File: config.mk
export PLATFORM = sky130hd
export DESIGN_NAME = regfile_wr_sched_flat
export DESIGN_NICKNAME = d
export VERILOG_FILES = /design/src/rtl/regfile_wr_sched_if.sv /design/src/rtl/regfile_wr_sched.sv /design/src/flat_wrapper.sv
export SDC_FILE = /design/constraint.sdc
export NUM_CORES = 1
export LEC_CHECK = 0
export ABC_CLOCK_PERIOD_IN_PS = 2000
export BUFFER_PORTS_ARGS = -buffer_cell sky130_fd_sc_hd__buf_4
export CORE_MARGIN = 8
export CORE_UTILIZATION = 54
export DETAILED_ROUTE_END_ITERATION = 10
export HOLD_SLACK_MARGIN = 0.15
export PLACE_DENSITY = 0.8
export SYNTH_ARGS = -nofsm -noshare
export SYNTH_HDL_FRONTEND = slang
export SYNTH_SLANG_ARGS = --single-unit
File: constraint.sdc
create_clock -name clk -period 2 [get_ports clk]
set_input_delay 0.3 -clock clk [delete_from_list [all_inputs] [get_ports clk]]
set_output_delay 0.3 -clock clk [all_outputs]
set_load 0.02 [all_outputs]
File: src/rtl/regfile_wr_sched_if.sv
// Write-port scheduler bus bundle: WB and MC requests, hazard lookups and the
// register-file write port.
interface regfile_wr_sched_if #(
    parameter int unsigned DATA_W = 32,
    parameter int unsigned ADDR_W = 5
);
    logic              wb_valid;
    logic              wb_ready;
    logic [ADDR_W-1:0] wb_addr;
    logic [DATA_W-1:0] wb_data;
    logic              mc_issue;
    logic [ADDR_W-1:0] mc_issue_addr;
    logic              mc_valid;
    logic              mc_ready;
    logic [ADDR_W-1:0] mc_addr;
    logic [DATA_W-1:0] mc_data;
    logic [ADDR_W-1:0] q_addr1;
    logic [ADDR_W-1:0] q_addr2;
    logic              busy1;
    logic              busy2;
    logic              stall_req;
    logic              rf_we;
    logic [ADDR_W-1:0] rf_waddr;
    logic [DATA_W-1:0] rf_wdata;

    modport master (
        output wb_valid, wb_addr, wb_data, mc_issue, mc_issue_addr,
               mc_valid, mc_addr, mc_data, q_addr1, q_addr2,
        input  wb_ready, mc_ready, busy1, busy2, stall_req,
               rf_we, rf_waddr, rf_wdata
    );

    modport slave (
        input  wb_valid, wb_addr, wb_data, mc_issue, mc_issue_addr,
               mc_valid, mc_addr, mc_data, q_addr1, q_addr2,
        output wb_ready, mc_ready, busy1, busy2, stall_req,
               rf_we, rf_waddr, rf_wdata
    );
endinterface

File: src/rtl/regfile_wr_sched.sv
// Shares the register file's single write port between WB and a buffered
// MULT/DIV result stream, with a pending-destination scoreboard for hazards.
module regfile_wr_sched #(
    parameter int unsigned DATA_W     = 32,
    parameter int unsigned ADDR_W     = 5,
    parameter int unsigned FIFO_DEPTH = 2,
    parameter int unsigned STARVE_MAX = 4
) (
    input  logic                clk,
    input  logic                rst_n,
    regfile_wr_sched_if.slave   bus
);
    localparam int unsigned PTR_W = $clog2(FIFO_DEPTH);
    localparam int unsigned CNT_W = PTR_W + 1;
    localparam int unsigned STV_W = $clog2(STARVE_MAX + 1);
    localparam int unsigned NREG  = 1 << ADDR_W;

    // Reset asserts asynchronously, releases on a clock edge after two flops.
    logic [1:0] r_rst_sync;
    logic       w_rst_n;

    always_ff @(posedge clk or negedge rst_n) begin
        if (!rst_n) r_rst_sync <= 2'b00;
        else        r_rst_sync <= {r_rst_sync[0], 1'b1};
    end

    assign w_rst_n = r_rst_sync[1];

    logic [ADDR_W-1:0]     r_fifo_addr [FIFO_DEPTH];
    logic [DATA_W-1:0]     r_fifo_data [FIFO_DEPTH];
    logic [FIFO_DEPTH-1:0] r_fifo_vld;
    logic [PTR_W-1:0]      r_wr_ptr;
    logic [PTR_W-1:0]      r_rd_ptr;
    logic [CNT_W-1:0]      r_count;
    logic [STV_W-1:0]      r_starve_cnt;
    logic [NREG-1:0]       r_pending;

    logic              w_empty;
    logic              w_full;
    logic              w_starve;
    logic              w_push;
    logic              w_head_gnt;
    logic              w_wb_gnt;
    logic [ADDR_W-1:0] w_head_addr;
    logic [DATA_W-1:0] w_head_data;
    logic [NREG-1:0]   w_pending_nxt;
    logic              w_hit1;
    logic              w_hit2;

    assign w_empty     = (r_count == '0);
    assign w_full      = (r_count == CNT_W'(FIFO_DEPTH));
    assign w_starve    = (r_starve_cnt == STV_W'(STARVE_MAX));
    assign w_push      = bus.mc_valid & ~w_full;
    assign w_head_addr = r_fifo_addr[r_rd_ptr];
    assign w_head_data = r_fifo_data[r_rd_ptr];

    // Grant arbitration and write-port mux.
    always_comb begin
        w_head_gnt    = 1'b0;
        w_wb_gnt      = 1'b0;
        bus.rf_we     = 1'b0;
        bus.rf_waddr  = '0;
        bus.rf_wdata  = '0;
        if (!w_empty && (w_starve || !bus.wb_valid)) begin
            w_head_gnt   = 1'b1;
            bus.rf_waddr = w_head_addr;
            bus.rf_wdata = w_head_data;
            bus.rf_we    = (w_head_addr != '0);
        end else if (bus.wb_valid) begin
            w_wb_gnt     = 1'b1;
            bus.rf_waddr = bus.wb_addr;
            bus.rf_wdata = bus.wb_data;
            bus.rf_we    = (bus.wb_addr != '0);
        end
        bus.wb_ready  = w_wb_gnt;
        bus.mc_ready  = ~w_full;
        bus.stall_req = w_starve;
    end

    // Busy lookups see both the scoreboard and results still queued.
    always_comb begin
        w_hit1 = 1'b0;
        w_hit2 = 1'b0;
        for (int i = 0; i < FIFO_DEPTH; i++) begin
            if (r_fifo_vld[i] && (r_fifo_addr[i] == bus.q_addr1)) w_hit1 = 1'b1;
            if (r_fifo_vld[i] && (r_fifo_addr[i] == bus.q_addr2)) w_hit2 = 1'b1;
        end
        bus.busy1 = r_pending[bus.q_addr1] | w_hit1;
        bus.busy2 = r_pending[bus.q_addr2] | w_hit2;
    end

    // A fresh issue to the register being retired keeps it pending.
    always_comb begin
        w_pending_nxt = r_pending;
        if (w_head_gnt) w_pending_nxt[w_head_addr] = 1'b0;
        if (bus.mc_issue && (bus.mc_issue_addr != '0))
            w_pending_nxt[bus.mc_issue_addr] = 1'b1;
    end

    always_ff @(posedge clk or negedge w_rst_n) begin
        if (!w_rst_n) begin
            r_wr_ptr     <= '0;
            r_rd_ptr     <= '0;
            r_count      <= '0;
            r_fifo_vld   <= '0;
            r_starve_cnt <= '0;
            r_pending    <= '0;
        end else begin
            r_pending <= w_pending_nxt;
            if (w_push)     r_wr_ptr <= r_wr_ptr + PTR_W'(1);
            if (w_head_gnt) r_rd_ptr <= r_rd_ptr + PTR_W'(1);
            if (w_push && !w_head_gnt)      r_count <= r_count + CNT_W'(1);
            else if (!w_push && w_head_gnt) r_count <= r_count - CNT_W'(1);
            if (w_head_gnt) r_fifo_vld[r_rd_ptr] <= 1'b0;
            if (w_push)     r_fifo_vld[r_wr_ptr] <= 1'b1;
            if (w_empty || w_head_gnt)        r_starve_cnt <= '0;
            else if (!w_starve)               r_starve_cnt <= r_starve_cnt + STV_W'(1);
        end
    end

    // Payload storage needs no reset; r_fifo_vld qualifies every entry.
    always_ff @(posedge clk) begin
        if (w_push) begin
            r_fifo_addr[r_wr_ptr] <= bus.mc_addr;
            r_fifo_data[r_wr_ptr] <= bus.mc_data;
        end
    end
endmodule

File: src/flat_wrapper.sv
// flat-port wrapper written by rule: the top's interface ports become plain ports
module regfile_wr_sched_flat 
#(
    parameter int unsigned DATA_W     = 32,
    parameter int unsigned ADDR_W     = 5,
    parameter int unsigned FIFO_DEPTH = 2,
    parameter int unsigned STARVE_MAX = 4
)
  (clk, rst_n, bus_wb_valid, bus_wb_addr, bus_wb_data, bus_mc_issue, bus_mc_issue_addr, bus_mc_valid, bus_mc_addr, bus_mc_data, bus_q_addr1, bus_q_addr2, bus_wb_ready, bus_mc_ready, bus_busy1, bus_busy2, bus_stall_req, bus_rf_we, bus_rf_waddr, bus_rf_wdata);
  regfile_wr_sched_if #(.DATA_W(DATA_W), .ADDR_W(ADDR_W)) bus_i ();
  input  logic clk;
  input  logic rst_n;
  input wire logic [$bits(bus_i.wb_valid)-1:0] bus_wb_valid;
  input wire logic [$bits(bus_i.wb_addr)-1:0] bus_wb_addr;
  input wire logic [$bits(bus_i.wb_data)-1:0] bus_wb_data;
  input wire logic [$bits(bus_i.mc_issue)-1:0] bus_mc_issue;
  input wire logic [$bits(bus_i.mc_issue_addr)-1:0] bus_mc_issue_addr;
  input wire logic [$bits(bus_i.mc_valid)-1:0] bus_mc_valid;
  input wire logic [$bits(bus_i.mc_addr)-1:0] bus_mc_addr;
  input wire logic [$bits(bus_i.mc_data)-1:0] bus_mc_data;
  input wire logic [$bits(bus_i.q_addr1)-1:0] bus_q_addr1;
  input wire logic [$bits(bus_i.q_addr2)-1:0] bus_q_addr2;
  output wire logic [$bits(bus_i.wb_ready)-1:0] bus_wb_ready;
  output wire logic [$bits(bus_i.mc_ready)-1:0] bus_mc_ready;
  output wire logic [$bits(bus_i.busy1)-1:0] bus_busy1;
  output wire logic [$bits(bus_i.busy2)-1:0] bus_busy2;
  output wire logic [$bits(bus_i.stall_req)-1:0] bus_stall_req;
  output wire logic [$bits(bus_i.rf_we)-1:0] bus_rf_we;
  output wire logic [$bits(bus_i.rf_waddr)-1:0] bus_rf_waddr;
  output wire logic [$bits(bus_i.rf_wdata)-1:0] bus_rf_wdata;
  assign bus_i.wb_valid = bus_wb_valid;
  assign bus_i.wb_addr = bus_wb_addr;
  assign bus_i.wb_data = bus_wb_data;
  assign bus_i.mc_issue = bus_mc_issue;
  assign bus_i.mc_issue_addr = bus_mc_issue_addr;
  assign bus_i.mc_valid = bus_mc_valid;
  assign bus_i.mc_addr = bus_mc_addr;
  assign bus_i.mc_data = bus_mc_data;
  assign bus_i.q_addr1 = bus_q_addr1;
  assign bus_i.q_addr2 = bus_q_addr2;
  assign bus_wb_ready = bus_i.wb_ready;
  assign bus_mc_ready = bus_i.mc_ready;
  assign bus_busy1 = bus_i.busy1;
  assign bus_busy2 = bus_i.busy2;
  assign bus_stall_req = bus_i.stall_req;
  assign bus_rf_we = bus_i.rf_we;
  assign bus_rf_waddr = bus_i.rf_waddr;
  assign bus_rf_wdata = bus_i.rf_wdata;
  regfile_wr_sched #(.DATA_W(DATA_W), .ADDR_W(ADDR_W), .FIFO_DEPTH(FIFO_DEPTH), .STARVE_MAX(STARVE_MAX)) u_core (.clk(clk), .rst_n(rst_n), .bus(bus_i));
endmodule
==> results_dict.tcl <==
set metrics [dict create \
    period_needed_ns 2.509 \
    track_usage_pct 26.36 \
    grt_remaining_overflow 0 \
    wl_met2_um 11590 \
    final_area_um2 8837 \
    synth.cell_area_um2 5931 \
    synth_xor_area_share_pct 3.819 \
    drive_gt1_share_pct 35.74 \
    routed_wl_um 23110 \
    wl_met1_um 7853 \
    cts_root_buf "clkbuf_8" \
    hp-class "in2reg" \
    ioPinCount 137 \
    r2r-end "u_core.r_pending[2]" \
    clkTransAtPathRegs_ns 0.05 \
    leakage_nw 3.609 \
    wl_met3_um 2404 \
    setup_slack_ns -0.5086 \
    clk-insertion-delay-late_ns 0.53 \
    power_density_nw_per_um2 1417 \
    drv_slew 0 \
    netSwitchingPower_mw 4.635 \
    firstDrtPassIters 5 \
    ys_ff_latch 117 \
    internal-power_mw 7.886 \
    max_stage_delay_ns 0.40 \
    htree_num_levels 4 \
    synth_fa_ha_area_share_pct 0.6329 \
    hold_path_depth 3 \
    fin_worst_skew_ns 0.009759 \
    synth_top_area_share_pct 37.47 \
    synth_ff_type "edfxtp_1" \
    avgSynthCellArea_um2 11.32 \
    netlist_instances 524 \
    combPwrFrac_pct 41.9 \
    coreArea_um2 10790 \
    synthArstFlopShare_pct 36.75 \
    rsz0062_at_grt "yes" \
    ys_warn_count 0 \
    viasPerCell 6.447 \
    vdd_drop_max_v 0.0009971 \
    clock-sinks 117 \
    die_w_um 120.8 \
    critPathBufInv 5 \
    grt_pass1_wl_um 29510 \
    holdPathEnd "u_core.r_pending[30]" \
    synthSimpleGateAreaFrac_pct 11.81 \
    maxCapViolCount 0 \
    switching_share_pct 37.02 \
    syn_nets 621 \
    dp_slack_ns 0.06870 \
    antenna_found_initial 2 \
    layout.cells.non_filler 889 \
    clockBufferDepth 2 \
    start_util_pct 54.95 \
    synth_compound_area_share_pct 14.70 \
    rows 38 \
    final_core_util_pct 81.88 \
    path_cells "inv_2 -> ha_4 -> nand2_4 -> a21oi_4 -> buf_12 -> inv_12 -> buf_16 -> o21ai_1 -> buf_4" \
    wire_per_inst_um 26.00 \
    routed.top_layer "met4" \
    hpwl_um 12130 \
    synth_top_family_by_area "compound AO/OA/AOI/OAI gates" \
    ant_nets 0 \
    cp_top_family "buffers and inverters" \
    crit_path_end_kind "output port" \
    area_delta_synth_final_pct 49.01 \
    violations "negative setup slack" \
    holdWs_ns 0.1836 \
    hold_violations 0 \
    worstRegToRegCells 11 \
    synth.area.mux_share_pct 8.797 \
    die_area_um2 14590 \
    cts_made_buffers 17 \
    critical_path.slowest_cell "dfrtp_1" \
    dr.first_iter.drc_count 729 \
    p_clk_share_pct 25.6 \
    period_share_pct 125.4 \
    num_vias 5731 \
    gp_congestion 0.8242 \
    grt_max_degree 42 \
    worst_pin_slew_ns 0.5393 \
    nets 831 \
    port_buffers 136 \
    rrSetupSlack_ns -0.05 \
    path_max_fanout 10 \
    status "finished, violations left" \
    dp.cells 776 \
    dieHeight_um 120.8 \
    placed_cell_area_um2 7041 \
    worstPathArrival_ns 2.21 \
    synth_area_leader_cell "edfxtp_1" \
    grt_pass1_vias 5553 \
    path_class "reg2out" \
    setup_viol 44 \
    seqPwrFrac_pct 32.4 \
    synth.yosys.seq_area_share_pct 55.61 \
    post-route-drc-count 0 \
    r2r-start "u_core.r_starve_cnt[1]" \
    hp-start "bus_mc_issue" \
    max_clock_freq_ghz 0.3986 \
    synth_most_common_cell "o21ai_0" \
    tritoncts "done" \
    synth_cell_types 48 \
    yosys-top-cells-area "edfxtp_1, dfrtp_1, mux2i_1" \
    worstPathRequired_ns 1.70 \
    nFillCells 517 \
    maxSlewHeadroom_pct 63.02 \
    startpoint_type "flip-flop" \
    setup_tns_ns -15.76 \
    power_mw 12.52 \
    synth_common_cells "o21ai_0, edfxtp_1, mux2i_1, dfrtp_1, nand3_1" \
    synth-edff-count 74 \
]
-- cells in the final DEF (no fill, tap or decap), types with 4 or more instances in the layout --
master,instances
buf_4,148
clkbuf_16,22
nor3b_1,4
clkinv_2,6
edfxtp_1,74
nor2_1,6
dlygate4sd3_1,41
nand2b_1,8
nand3_2,7
o21ai_1,28
nand4_1,9
xnor2_1,22
nand2_1,26
bufinv_16,5
buf_6,19
nor2b_1,20
o21ai_2,17
mux2i_1,51
buf_12,7
o21ai_0,57
a211oi_1,16
nand3_1,35
a31oi_1,4
nand2_2,4
dfrtp_1,42
a311oi_1,4
inv_1,6
-- flip-flops by register name (all words and copies together), names as in the netlist --
register and flops:
u_core.r_starve_cnt 3, u_core.r_fifo_data 64, u_core.r_fifo_addr 10, u_core.r_count 2, u_core.r_wr_ptr 1, u_core.r_rd_ptr 1
u_core.r_pending 32, u_core.r_fifo_vld 2, u_core.r_rst_sync 2
-- cell families (layout without fill, tap and decap cells) --
group / Yosys count / count (layout)
and+or+nand+nor: 134 / 134
muxes: 52 / 52
AOI/OAI and AO/OA: 147 / 147
DFF: 117 / 117
xor gates and xnor gates: 25 / 25
other: 1 / 3
buffers and inverters: 45 / 268
adders and majority gates: 3 / 3
-- power by group through the flow --
stage	sequential, mW	clock (mW)	combinational, mW
global placement	3.96	0	3.57
floorplan	3.73	0	2.54
detailed placement	4.02	0	3.69
global route	4.09	3.32	5.49
CTS	3.94	3.15	4.29
finish	4.06	3.21	5.25
-- what timing repair did --
| action | in CTS | in global routing |
|---|---|---|
| cloned | 2 | 9 |
| hold buffers | 41 | 0 |
| buffers inserted | 17 | 11 |
| pin swaps | 16 | 12 |
| gates resized for setup | 62 | 58 |
| setup endpoints to repair | 41 | 44 |
| hold endpoints to repair | 82 | 0 |
-- worst max-delay path by stage --
stage / from / endpoint / slack [ns] / cells past startpoint
after CTS: u_core.r_starve_cnt[1] / bus_rf_wdata[13] / -0.34 / 9
after global placement: u_core.r_starve_cnt[0] / bus_rf_we / 0.12 / 9
final: u_core.r_starve_cnt[1] / bus_rf_wdata[27] / -0.51 / 9
after detailed placement: u_core.r_starve_cnt[0] / bus_rf_wdata[21] / 0.07 / 8
after global routing: u_core.r_starve_cnt[1] / bus_rf_wdata[27] / -0.56 / 9
after floorplan: u_core.r_starve_cnt[0] / bus_rf_wdata[18] / 0.05 / 7
-- worst register-to-register path: cells and delay by family (launching register included) --
kind                     cells  cell delay [ns]
flip-flops                   1             0.40
buffers and inverters        5             0.57
AND/OR/NAND/NOR              2             0.20
adder cells (fa/ha/maj)      1             0.15
AO/OA/AOI/OAI                3             0.61
-- metal layers --
metal / up-vias / GRT usage [%]
met4: 0 / 12.10
li1: 2374 / -
met1: 2749 / 28.91
met5: - / 0
met3: 124 / 9.184
met2: 484 / 45.15
-- area by class of cell --
cell class,count,area (µm²),area share (%)
diodes,2,5.005,0.05663
clock buffers,20,425.4,4.814
clock inverters,12,183.9,2.081
inverters,9,46.29,0.5239
multi-input cells,362,2569,29.07
flip-flops and latches,117,3302,37.36
well taps,140,175.2,1.982
repair buffers,225,2111,23.88
repair inverters,2,20.02,0.2265
Power figures use the tool's default switching activity.
